## src/rtl/float_int_conv.sv

```systemverilog
// Multi-cycle itof/ftoi converter for the LM32 float coprocessor.
// A single working register is shifted one bit per cycle for normalisation and alignment.
module float_int_conv #(
    parameter int Nm = 23,
    parameter int Ne = 8,
    parameter int W  = 32
) (
    input  logic         clk,
    input  logic         reset_n,
    input  logic         start,
    input  logic         op,
    input  logic [W-1:0] operand,
    output logic         busy,
    output logic         done,
    output logic [W-1:0] result
);
    localparam int BIAS  = 2**(Ne-1) - 1;
    localparam int CNT_W = $clog2(W) + 1;
    localparam int WW    = W + Nm;

    typedef enum logic [1:0] {IDLE, SHIFT, FINISH} state_t;

    state_t            state_reg, state_next;
    logic              op_reg;
    logic              sign_reg;
    logic              special_reg;
    logic [W-1:0]      special_val_reg;
    logic [WW-1:0]     work_reg;
    logic [CNT_W-1:0]  cnt_reg;
    logic [CNT_W-1:0]  k_reg;
    logic [W-1:0]      result_reg;
    logic              done_reg;

    // Capture-side decode of the incoming operand
    logic [W-1:0]      mag_in;
    logic [CNT_W-1:0]  lz_cnt;
    logic              lz_found;
    logic              f_sign;
    logic [Ne-1:0]     f_exp;
    logic [Nm-1:0]     f_man;
    logic signed [Ne+1:0] f_u;

    logic              cap_sign;
    logic              cap_special;
    logic [W-1:0]      cap_special_val;
    logic [WW-1:0]     cap_work;
    logic [CNT_W-1:0]  cap_cnt;

    logic [Ne-1:0]     itof_exp;
    logic [W-1:0]      itof_res;
    logic [W-1:0]      ftoi_mag;
    logic [W-1:0]      ftoi_res;
    logic              unused_bits;

    assign mag_in = operand[W-1] ? -operand : operand;
    assign f_sign = operand[Ne+Nm];
    assign f_exp  = operand[Ne+Nm-1:Nm];
    assign f_man  = operand[Nm-1:0];
    assign f_u    = $signed({2'b00, f_exp}) - $signed((Ne+2)'(BIAS));

    always_comb begin
        lz_cnt   = '0;
        lz_found = 1'b0;
        for (int i = W-1; i >= 0; i--) begin
            if (!lz_found) begin
                if (mag_in[i]) lz_found = 1'b1;
                else           lz_cnt   = lz_cnt + CNT_W'(1);
            end
        end
    end

    always_comb begin
        cap_sign        = 1'b0;
        cap_special     = 1'b0;
        cap_special_val = '0;
        cap_work        = '0;
        cap_cnt         = '0;
        if (!op) begin
            cap_sign = operand[W-1];
            if (operand == '0) begin
                cap_special = 1'b1;
            end else begin
                cap_work = WW'(mag_in);
                cap_cnt  = lz_cnt;
            end
        end else begin
            cap_sign = f_sign;
            if (f_exp == '0 || f_u < 0) begin
                cap_special = 1'b1;
            end else if ((&f_exp) || f_u > $signed((Ne+2)'(W-2))) begin
                cap_special     = 1'b1;
                cap_special_val = f_sign ? {1'b1, {(W-1){1'b0}}} : {1'b0, {(W-1){1'b1}}};
            end else begin
                cap_work = WW'({1'b1, f_man});
                cap_cnt  = f_u[CNT_W-1:0];
            end
        end
    end

    // State register
    always_ff @(posedge clk) begin
        if (!reset_n) state_reg <= IDLE;
        else          state_reg <= state_next;
    end

    // Next-state logic
    always_comb begin
        state_next = state_reg;
        case (state_reg)
            IDLE:   if (start) state_next = (cap_cnt != '0) ? SHIFT : FINISH;
            SHIFT:  if (cnt_reg == CNT_W'(1)) state_next = FINISH;
            FINISH: state_next = IDLE;
            default: state_next = IDLE;
        endcase
    end

    // Output logic
    always_comb begin
        busy = (state_reg != IDLE);
    end

    always_comb begin
        itof_exp = Ne'(BIAS + W - 1) - Ne'(k_reg);
        itof_res = W'({sign_reg, itof_exp, work_reg[W-2 -: Nm]});
        ftoi_mag = work_reg[WW-1:Nm];
        ftoi_res = sign_reg ? -ftoi_mag : ftoi_mag;
    end

    always_ff @(posedge clk) begin
        if (!reset_n) begin
            op_reg          <= 1'b0;
            sign_reg        <= 1'b0;
            special_reg     <= 1'b0;
            special_val_reg <= '0;
            work_reg        <= '0;
            cnt_reg         <= '0;
            k_reg           <= '0;
            result_reg      <= '0;
            done_reg        <= 1'b0;
        end else begin
            done_reg <= 1'b0;
            case (state_reg)
                IDLE: begin
                    if (start) begin
                        op_reg          <= op;
                        sign_reg        <= cap_sign;
                        special_reg     <= cap_special;
                        special_val_reg <= cap_special_val;
                        work_reg        <= cap_work;
                        cnt_reg         <= cap_cnt;
                        k_reg           <= cap_cnt;
                    end
                end
                SHIFT: begin
                    work_reg <= work_reg << 1;
                    cnt_reg  <= cnt_reg - CNT_W'(1);
                end
                FINISH: begin
                    if (special_reg)  result_reg <= special_val_reg;
                    else if (!op_reg) result_reg <= itof_res;
                    else              result_reg <= ftoi_res;
                    done_reg <= 1'b1;
                end
                default: ;
            endcase
        end
    end

    // Low work_reg bits below the itof mantissa window are only meaningful for ftoi
    assign unused_bits = ^work_reg;

    assign done   = done_reg;
    assign result = result_reg;
endmodule

```

## config.mk

```make
export PLATFORM = sky130hd
export DESIGN_NAME = float_int_conv
export DESIGN_NICKNAME = d
export VERILOG_FILES = /design/src/rtl/float_int_conv.sv
export SDC_FILE = /design/constraint.sdc
export NUM_CORES = 1
export LEC_CHECK = 0
export ABC_AREA = 1
export ABC_CLOCK_PERIOD_IN_PS = 21000
export CAP_MARGIN = 0
export CORE_ASPECT_RATIO = 1.2
export CORE_MARGIN = 2
export CORE_UTILIZATION = 52
export CTS_CLUSTER_DIAMETER = 150
export DETAILED_ROUTE_END_ITERATION = 12
export PLACE_DENSITY = 0.71
export SYNTH_ARGS = -nofsm -noshare
export SYNTH_HDL_FRONTEND = slang
export SYNTH_SLANG_ARGS = --single-unit
```

## constraint.sdc

```tcl
create_clock -name clk -period 21 [get_ports clk]
set_input_delay 3.15 -clock clk [delete_from_list [all_inputs] [get_ports clk]]
set_output_delay 3.15 -clock clk [all_outputs]
set_load 0.1 [all_outputs]
```

==> results of run 1 <==
-- layout make-up --
class | instances | area, um2
clock inverters | 7 | 70.07
clock buffers | 9 | 225.2
well taps | 270 | 337.8
multi-input cells | 1409 | 7617
fillers | 2171 | 8667
flip-flops and latches | 107 | 2142
repair buffers | 81 | 780.7
inverters | 275 | 1060
-- per-layer routing --
metal	GRT usage (%)	share of wire [%]	wire length, um
met1	36.12	44	13810
met4	8.763	2.2	707
met5	0	0	0
met3	2.346	4.3	1363
met2	51.47	49	15550
-- cell families (layout without fill, tap and decap cells) --
kind of cell,after synthesis,in the layout,share of synthesized area [%]
buffers and inverters,339,372,11.91
xor gates and xnor gates,60,60,4.752
and+or+nand+nor,990,990,41.89
DFF,107,107,19.37
adders and majority gates,37,37,4.186
AOI/OAI and AO/OA,322,322,17.89
-- cell usage after synthesis, types with 19 or more instances --
cell,instances
sky130_fd_sc_hd__nor3_1,28
sky130_fd_sc_hd__clkbuf_1,58
sky130_fd_sc_hd__ha_1,37
sky130_fd_sc_hd__nor2_1,150
sky130_fd_sc_hd__dfxtp_1,107
sky130_fd_sc_hd__nand4_1,19
sky130_fd_sc_hd__o211ai_1,32
sky130_fd_sc_hd__inv_2,23
sky130_fd_sc_hd__o21ai_0,77
sky130_fd_sc_hd__a211oi_1,32
sky130_fd_sc_hd__a21oi_1,113
sky130_fd_sc_hd__nor2_8,19
sky130_fd_sc_hd__nand3_1,190
sky130_fd_sc_hd__xor2_1,42
sky130_fd_sc_hd__nand2_1,511
sky130_fd_sc_hd__inv_1,236
-- worst reg2reg max path: stages, from the launching register on --
cell,delay [ps]
sky130_fd_sc_hd__dfxtp_1,330
sky130_fd_sc_hd__inv_1,150
sky130_fd_sc_hd__ha_1,180
sky130_fd_sc_hd__inv_1,50
sky130_fd_sc_hd__nor3_1,120
sky130_fd_sc_hd__inv_1,80
sky130_fd_sc_hd__nor3_1,150
sky130_fd_sc_hd__inv_1,80
sky130_fd_sc_hd__nor3_1,150
sky130_fd_sc_hd__inv_1,80
sky130_fd_sc_hd__nor3_1,280
sky130_fd_sc_hd__inv_1,140
sky130_fd_sc_hd__nor4_1,210
sky130_fd_sc_hd__buf_4,190
sky130_fd_sc_hd__nand2_1,90
sky130_fd_sc_hd__o41ai_1,540
sky130_fd_sc_hd__o21ai_0,260
sky130_fd_sc_hd__and2_1,200
sky130_fd_sc_hd__o21ai_0,150
sky130_fd_sc_hd__nand2_1,80
sky130_fd_sc_hd__a211oi_1,210
-- report_power, final --
| group | leakage (nW) | switching (mW) | internal (mW) | total [mW] |
|---|---|---|---|---|
| Combinational | 5.01 | 0.230 | 0.0971 | 0.327 |
| Clock | 0.141 | 0.0832 | 0.0836 | 0.167 |
| Sequential | 0.874 | 0.0213 | 0.226 | 0.247 |
-- final timing paths --
check             cells past startpoint           end
setup / recovery                    112  state_reg[0]
hold / removal                        2   work_reg[0]
setup reg to reg                     20    result[28]
hold reg to reg                       2   work_reg[0]
-- placed cells by master (no fill, tap or decap), drive strengths merged, types with 37 or more instances in the layout --
cell | netlist | routed
clkdlybuf4s50 | 0 | 69
inv | 270 | 273
nand2 | 531 | 531
ha | 37 | 37
a21oi | 115 | 115
nor2 | 184 | 184
xor2 | 42 | 42
o21ai | 82 | 82
dfxtp | 107 | 107
nand3 | 195 | 195
-- metrics by stage --
stage	area [um2]	power, mW	utilization [%]	hold slack (ps)
after global routing	12230	0.7900	58.53	498.7
after floorplan	11060	0.4911	-	441.2
after CTS	12230	0.7422	58.53	471.4
after detailed placement	11940	0.5764	57.12	459.5
final	12230	0.7409	58.53	471.4
after global placement	11940	0.5721	57.12	452.0
==> run summary, run 1 <==
The tree is rooted in a sky130_fd_sc_hd__clkbuf_16. The die extent in y came out at 163.7 um. The post-route antenna net violation count came out at 0. The worst setup path is of the in2reg kind.

The static leakage is 6.025 nW. In this run the tightest slew margin relative to its limit is 26.17%. The total count of hold-check failures in the final report is 0. The post-route DRC violation count came out at 0.

After layout, the minimum clock period comes to 17,660 ps. The routability congestion estimate from global placement is 0.9606. The kind of path behind the tightest hold check is reg2reg. Max-cap violations in this run came to 0. Of the cells placed in the final design, the portion with a size suffix greater than 1 is 7.309%. Global routing consumed, over all layers together, 28.67% of the routing resources. Summed over its instances, the top area cell type makes up 19.37% of the synthesized netlist area. The number of buffers inserted during clock tree synthesis is 9.

The cell taking the most area after synthesis is sky130_fd_sc_hd__dfxtp_1. The global-route wire length before repair came out at 52,510 um. The flow ran to the end, and the final reports show no timing, DRC or antenna violations.

The post-route clock period utilization came out at 84.10%. The antenna diode count came out at 0. The number of warnings printed during yosys synthesis came out at 0. The H-tree generated during clock tree synthesis spans 3 levels. Counting both buffers and inverters, the worst setup path holds a total of 18. For this run, the top clock speed supported by timing is 56.62 MHz. The final instance count without filler cells came out at 2,158. The final-report max-slew violation count came out at 0. The launching instance or port of the critical path is operand[0]. In this run the most critical hold path is launched from work_reg[0]. The number of I/O pins came out at 70.

The net count of the mapped netlist is 1,928. After clock tree synthesis, the clock-pin slew on the worst setup and hold paths is 80 ps. Setup violations remaining at the end of the flow were counted as 0. The register with the most flip-flops in the layout has 55 of them. The post-synthesis sequential area ratio is 19.37%. The floorplan has 58 rows. The number of buffers added to fix hold violations after cts came out at 0.

The number of detailed-route iterations in the first pass is 5. The number of nets in the layout came out at 1,956. The number of antenna violations at the first check in global routing came to 0. Gates resized during post-CTS repair numbered 0. The count of flip-flops with a built-in enable after synthesis is 0. The areal power density over the cells is 60.56 nW/um2.

The DRC marker count from the first detailed-route iteration came out at 586. The cell that appears most often on the critical path is sky130_fd_sc_hd__nand2_1. By area the synthesized netlist is led by sky130_fd_sc_hd__dfxtp_1 (19%), sky130_fd_sc_hd__nand2_1 (17%), sky130_fd_sc_hd__nand3_1 (8.6%), sky130_fd_sc_hd__inv_1 (8.0%), sky130_fd_sc_hd__a21oi_1 (5.1%).

The required arrival time at the worst endpoint came out at 21,220 ps. The number of port buffers came out at 69. The synthesized design contains 107 register bits.

The floorplan die width is 137.1 um. Along the worst path, the maximum fanout reaches 6. The total number of clock tree sinks is 107. The proportion of synthesized flip-flops having asynchronous set or reset came out at 0%.

The worst-case vdd ir drop is 0.07874 mV. For this design, the slowest cell found on the critical path is sky130_fd_sc_hd__clkdlybuf4s50_1. For this configuration, the core starts out at a cell density of 52.91%. The average routed wire per standard cell is 14.56 um. The worst setup path is launched from an input pin. The reg2reg setup slack came out at 17,200 ps. The mean instance size in the synthesized netlist came out at 5.961 um2. The number of instances in the synthesized netlist is 1,855.

Before CTS, the worst setup slack after placement is 3078 ps. The CTS tree is built. The top flip-flop cell by instance count after synthesis is sky130_fd_sc_hd__dfxtp_1. The via-per-instance ratio is 5.479.

The post-synthesis cell area is 11,060 um2. Buffers added to address setup during post-CTS repair amount to 0. Once routing completed, OpenROAD measured the worst setup slack at 3340 ps. On the critical path the largest part of the delay comes from simple AND/OR/NAND/NOR gates.

The number of global-route vias before repair came out at 11.15k. The setup TNS came out at 0 ps. The final clock skew came out at 15.12 ps. The core box area came out at 20,900 um2.

The maximum number of buffers from clock root to sink came out at 2. The number of vias in the routed layout came out at 11.82k. The area of the die came out at 22,450 um2.

Counting distinct cell types in the post-synthesis netlist gives 57. STA classifies the critical path endpoint as a register. The placed wire-length estimate is 24,890 um. Entering global routing, the biggest net connects 59 pins. The number of placed instances, taps included is 2,142.

The clock latency reported for the late side of the worst-skew pair is 360 ps. The area added between synthesis and finish came out at 10.62%. Setup repair after global routing left no endpoint under its margin. In this run the critical register-to-register path is launched from work_reg[24]. The slew at the pin closest to its max-slew limit is 1106 ps.

The delay of the slowest cell on the worst path is 540 ps. The data arrival time of the critical path is 17,880 ps. Global routing finished with a remaining overflow of 0. The total wire length is 31,430 um.
No activity file was read; power rests on OpenSTA's default activity.
==> inputs of run 2 (changes only) <==
--- a/config.mk
+++ b/config.mk
@@ -6,7 +6,7 @@
 export NUM_CORES = 1
 export LEC_CHECK = 0
 export ABC_AREA = 1
-export ABC_CLOCK_PERIOD_IN_PS = 21000
+export ABC_CLOCK_PERIOD_IN_PS = 17600
 export CAP_MARGIN = 0
 export CORE_ASPECT_RATIO = 1.2
 export CORE_MARGIN = 2
==> constraint.sdc (replaced) <==
create_clock -name clk -period 17.6 [get_ports clk]
set_input_delay 2.64 -clock clk [delete_from_list [all_inputs] [get_ports clk]]
set_output_delay 2.64 -clock clk [all_outputs]
set_load 0.1 [all_outputs]
==> run 2 against run 1 <==
  * Final area rose by 1.5%
  * Worst hold slack got worse by 7.8 ps
  * Final cell count rose by 0.32%
  * Sequential cell count did not move
  * Sequential power rose by 20%
  * Clock power rose by 28%
  * Non-clock buffer count rose by 7
  * First-iteration DRC count rose by 9.6%
  * Critical endpoint unchanged
  * Largest cell class unchanged
  * Largest power group unchanged
==> run summary, run 2 (same netlist as run 1, synthesis figures left out) <==
The run finished with clean final reports. The clock passes through at most 2 buffers. The number of port buffers came out at 69. The number of rows in the core area came out at 58. The average routed wire per standard cell is 14.58 um. On the worst path, the slowest cell contributes a delay of 550 ps. The remaining global-route overflow came out at 0. The area of the die is 22,450 um2. TritonCTS built the clock tree.

In the final layout, the share of cells above drive strength 1 is 8.707%. The worst setup path is of the in2reg kind. Global routing consumed, over all layers together, 28.34% of the routing resources.

In the layout the commonest cells are sky130_fd_sc_hd__nand2_1 (508), sky130_fd_sc_hd__inv_1 (234), sky130_fd_sc_hd__nand3_1 (188). The data arrival time of the critical path is 16,680 ps. The antenna diode count came out at 0. The number of nets in the layout is 1,963.

In this design, the largest share of critical-path delay is due to simple AND/OR/NAND/NOR gates. The number of buffers inserted during clock tree synthesis came out at 9. The count of endpoints failing setup in the final report is 0. The DRC marker count from the first detailed-route iteration came out at 642. The post-route DRC violation count is 0. The dominant cell type by count on the critical path is sky130_fd_sc_hd__nand2_1. The register with the most flip-flops in the layout has 55 of them. The floorplan die width came out at 137.1 um.

Static timing analysis puts the maximum clock frequency at 60.77 MHz. The total number of clock tree sinks is 107. After the flow finishes, the layout carries non-filler instances totaling 2,165.

The number of maximum-capacitance constraint violations came out at 0. The worst setup path is launched from an input pin. The areal power density over the cells came out at 72.87 nW/um2. The number of I/O pins came out at 70. STA classifies the critical path endpoint as a register. For the pin with the worst max-slew slack, the measured transition is 1154 ps. Using the TritonRoute via totals, the vias-per-cell ratio works out to 5.503. The design draws 0.9049 mW. The core box area came out at 20,900 um2.

The required arrival time at the worst endpoint is 17,820 ps. Compared with the post-synthesis result, the final layout area differs by 12.29%. The post-layout worst setup margin came out at 1144 ps. The time the worst path needs with I/O delays and setup came out at 16,460 ps.

The post-route standard cell area excluding fillers came out at 12,420 um2. The first global-routing pass estimated 52,270 um of wire. The number of buffers added to fix hold violations after cts is 0.

The placed instances occupy a cell area of 11,940 um2. The total wire length came out at 31,570 um. The number of antenna violations at the first check in global routing is 0.

The cell sitting at the root of the clock tree is a sky130_fd_sc_hd__clkbuf_16. The total count of hold-check failures in the final report came out at 0. For the worst-skew pair, the clock arrives at the later sink with an insertion delay of 340 ps. The sum of buffers and inverters on the critical path came out at 19. The leading cell type in the layout, fill and taps excluded is sky130_fd_sc_hd__nand2_1. After legalization and detailed placement, the total HPWL measured 24,610 um.

The largest net degree at the start of global routing came out at 67. The number of global-route vias before repair came out at 11.09k. IR analysis of the VDD net gives a maximum drop of 0.1037 mV.

The utilization of the core after routing came out at 59.41%. The H-tree was split into 3 levels. The initial core utilization came out at 52.91%.

The final-report max-slew violation count came to 0. The total of fill cells in the finished design is 2,152. Summed over all failing endpoints, the final setup total negative slack is 0 ps.

OpenSTA, run right after detailed placement, puts the worst setup slack at 265.7 ps. The final clock skew came out at 10.09 ps. The die extent in y is 163.7 um. The post-route clock period utilization came out at 93.50%.

The kind of path behind the tightest hold check is reg2reg. The static leakage came out at 6.213 nW. The clock transition at the register clock pins on the worst setup and hold paths after CTS came out at 70 ps. The routability congestion estimate from global placement is 0.9426. The relative slew slack came out at 22.97%. In this run the remaining antenna-violating nets after routing total 0. The worst hold slack after final layout is 463.6 ps. Summing over every cut layer, the via total after detailed routing is 11.91k. The first TritonRoute pass finished after 6 iterations. Counting tap cells, the placed design contains a total of 2,142 instances. The maximum fanout count along the critical path came out at 4.

The slowest library cell on the worst path is sky130_fd_sc_hd__clkdlybuf4s50_1.
[run 2: repair_timing]
item | 4_1_cts | 5_1_grt
setup endpoints to repair | 0 | 12
buffers inserted | 0 | 7
resized for setup | 0 | 40
[run 2: worst paths after layout]
path	to	startpoint	cells past startpoint	slack, ps
setup / recovery	state_reg[0]	operand[10]	110	1140
hold / removal	work_reg[0]	work_reg[0]	2	460
setup reg to reg	result[28]	work_reg[24]	20	13810
hold reg to reg	work_reg[0]	work_reg[0]	2	460
[run 2: tightest hold or removal path: stages, from the launching register on]
cell and delay, ps:
sky130_fd_sc_hd__dfxtp_1 310, sky130_fd_sc_hd__nand2_1 60, sky130_fd_sc_hd__a21oi_1 50
[run 2: routing by layer]
layer / part of all wire (%) / GRT usage, % / vias to the layer above / wire (um)
met5: 0 / 0 / - / 0
met3: 3.9 / 2.315 / 66 / 1223
met1: 44 / 35.45 / 5397 / 14000
li1: - / - / 6175 / -
met4: 3.3 / 10.45 / 0 / 1027
met2: 49 / 50.34 / 275 / 15320
[run 2: cell type report]
class | instances | area, um2 | area share (%)
Clock inverter | 4 | 56.30 | 0.4534
Multi-Input combinational cell | 1409 | 7680 | 61.85
Inverter | 275 | 1064 | 8.565
Clock buffer | 12 | 266.5 | 2.146
Sequential cell | 107 | 2142 | 17.25
Timing Repair Buffer | 88 | 870.8 | 7.013
Tap cell | 270 | 337.8 | 2.721
[run 2: report_power, final]
group          leakage, nW  switching, mW  internal (mW)  total (mW)
combinational         5.18          0.277          0.118       0.395
sequential           0.874         0.0267          0.269       0.296
clock                0.159         0.0911          0.123       0.214
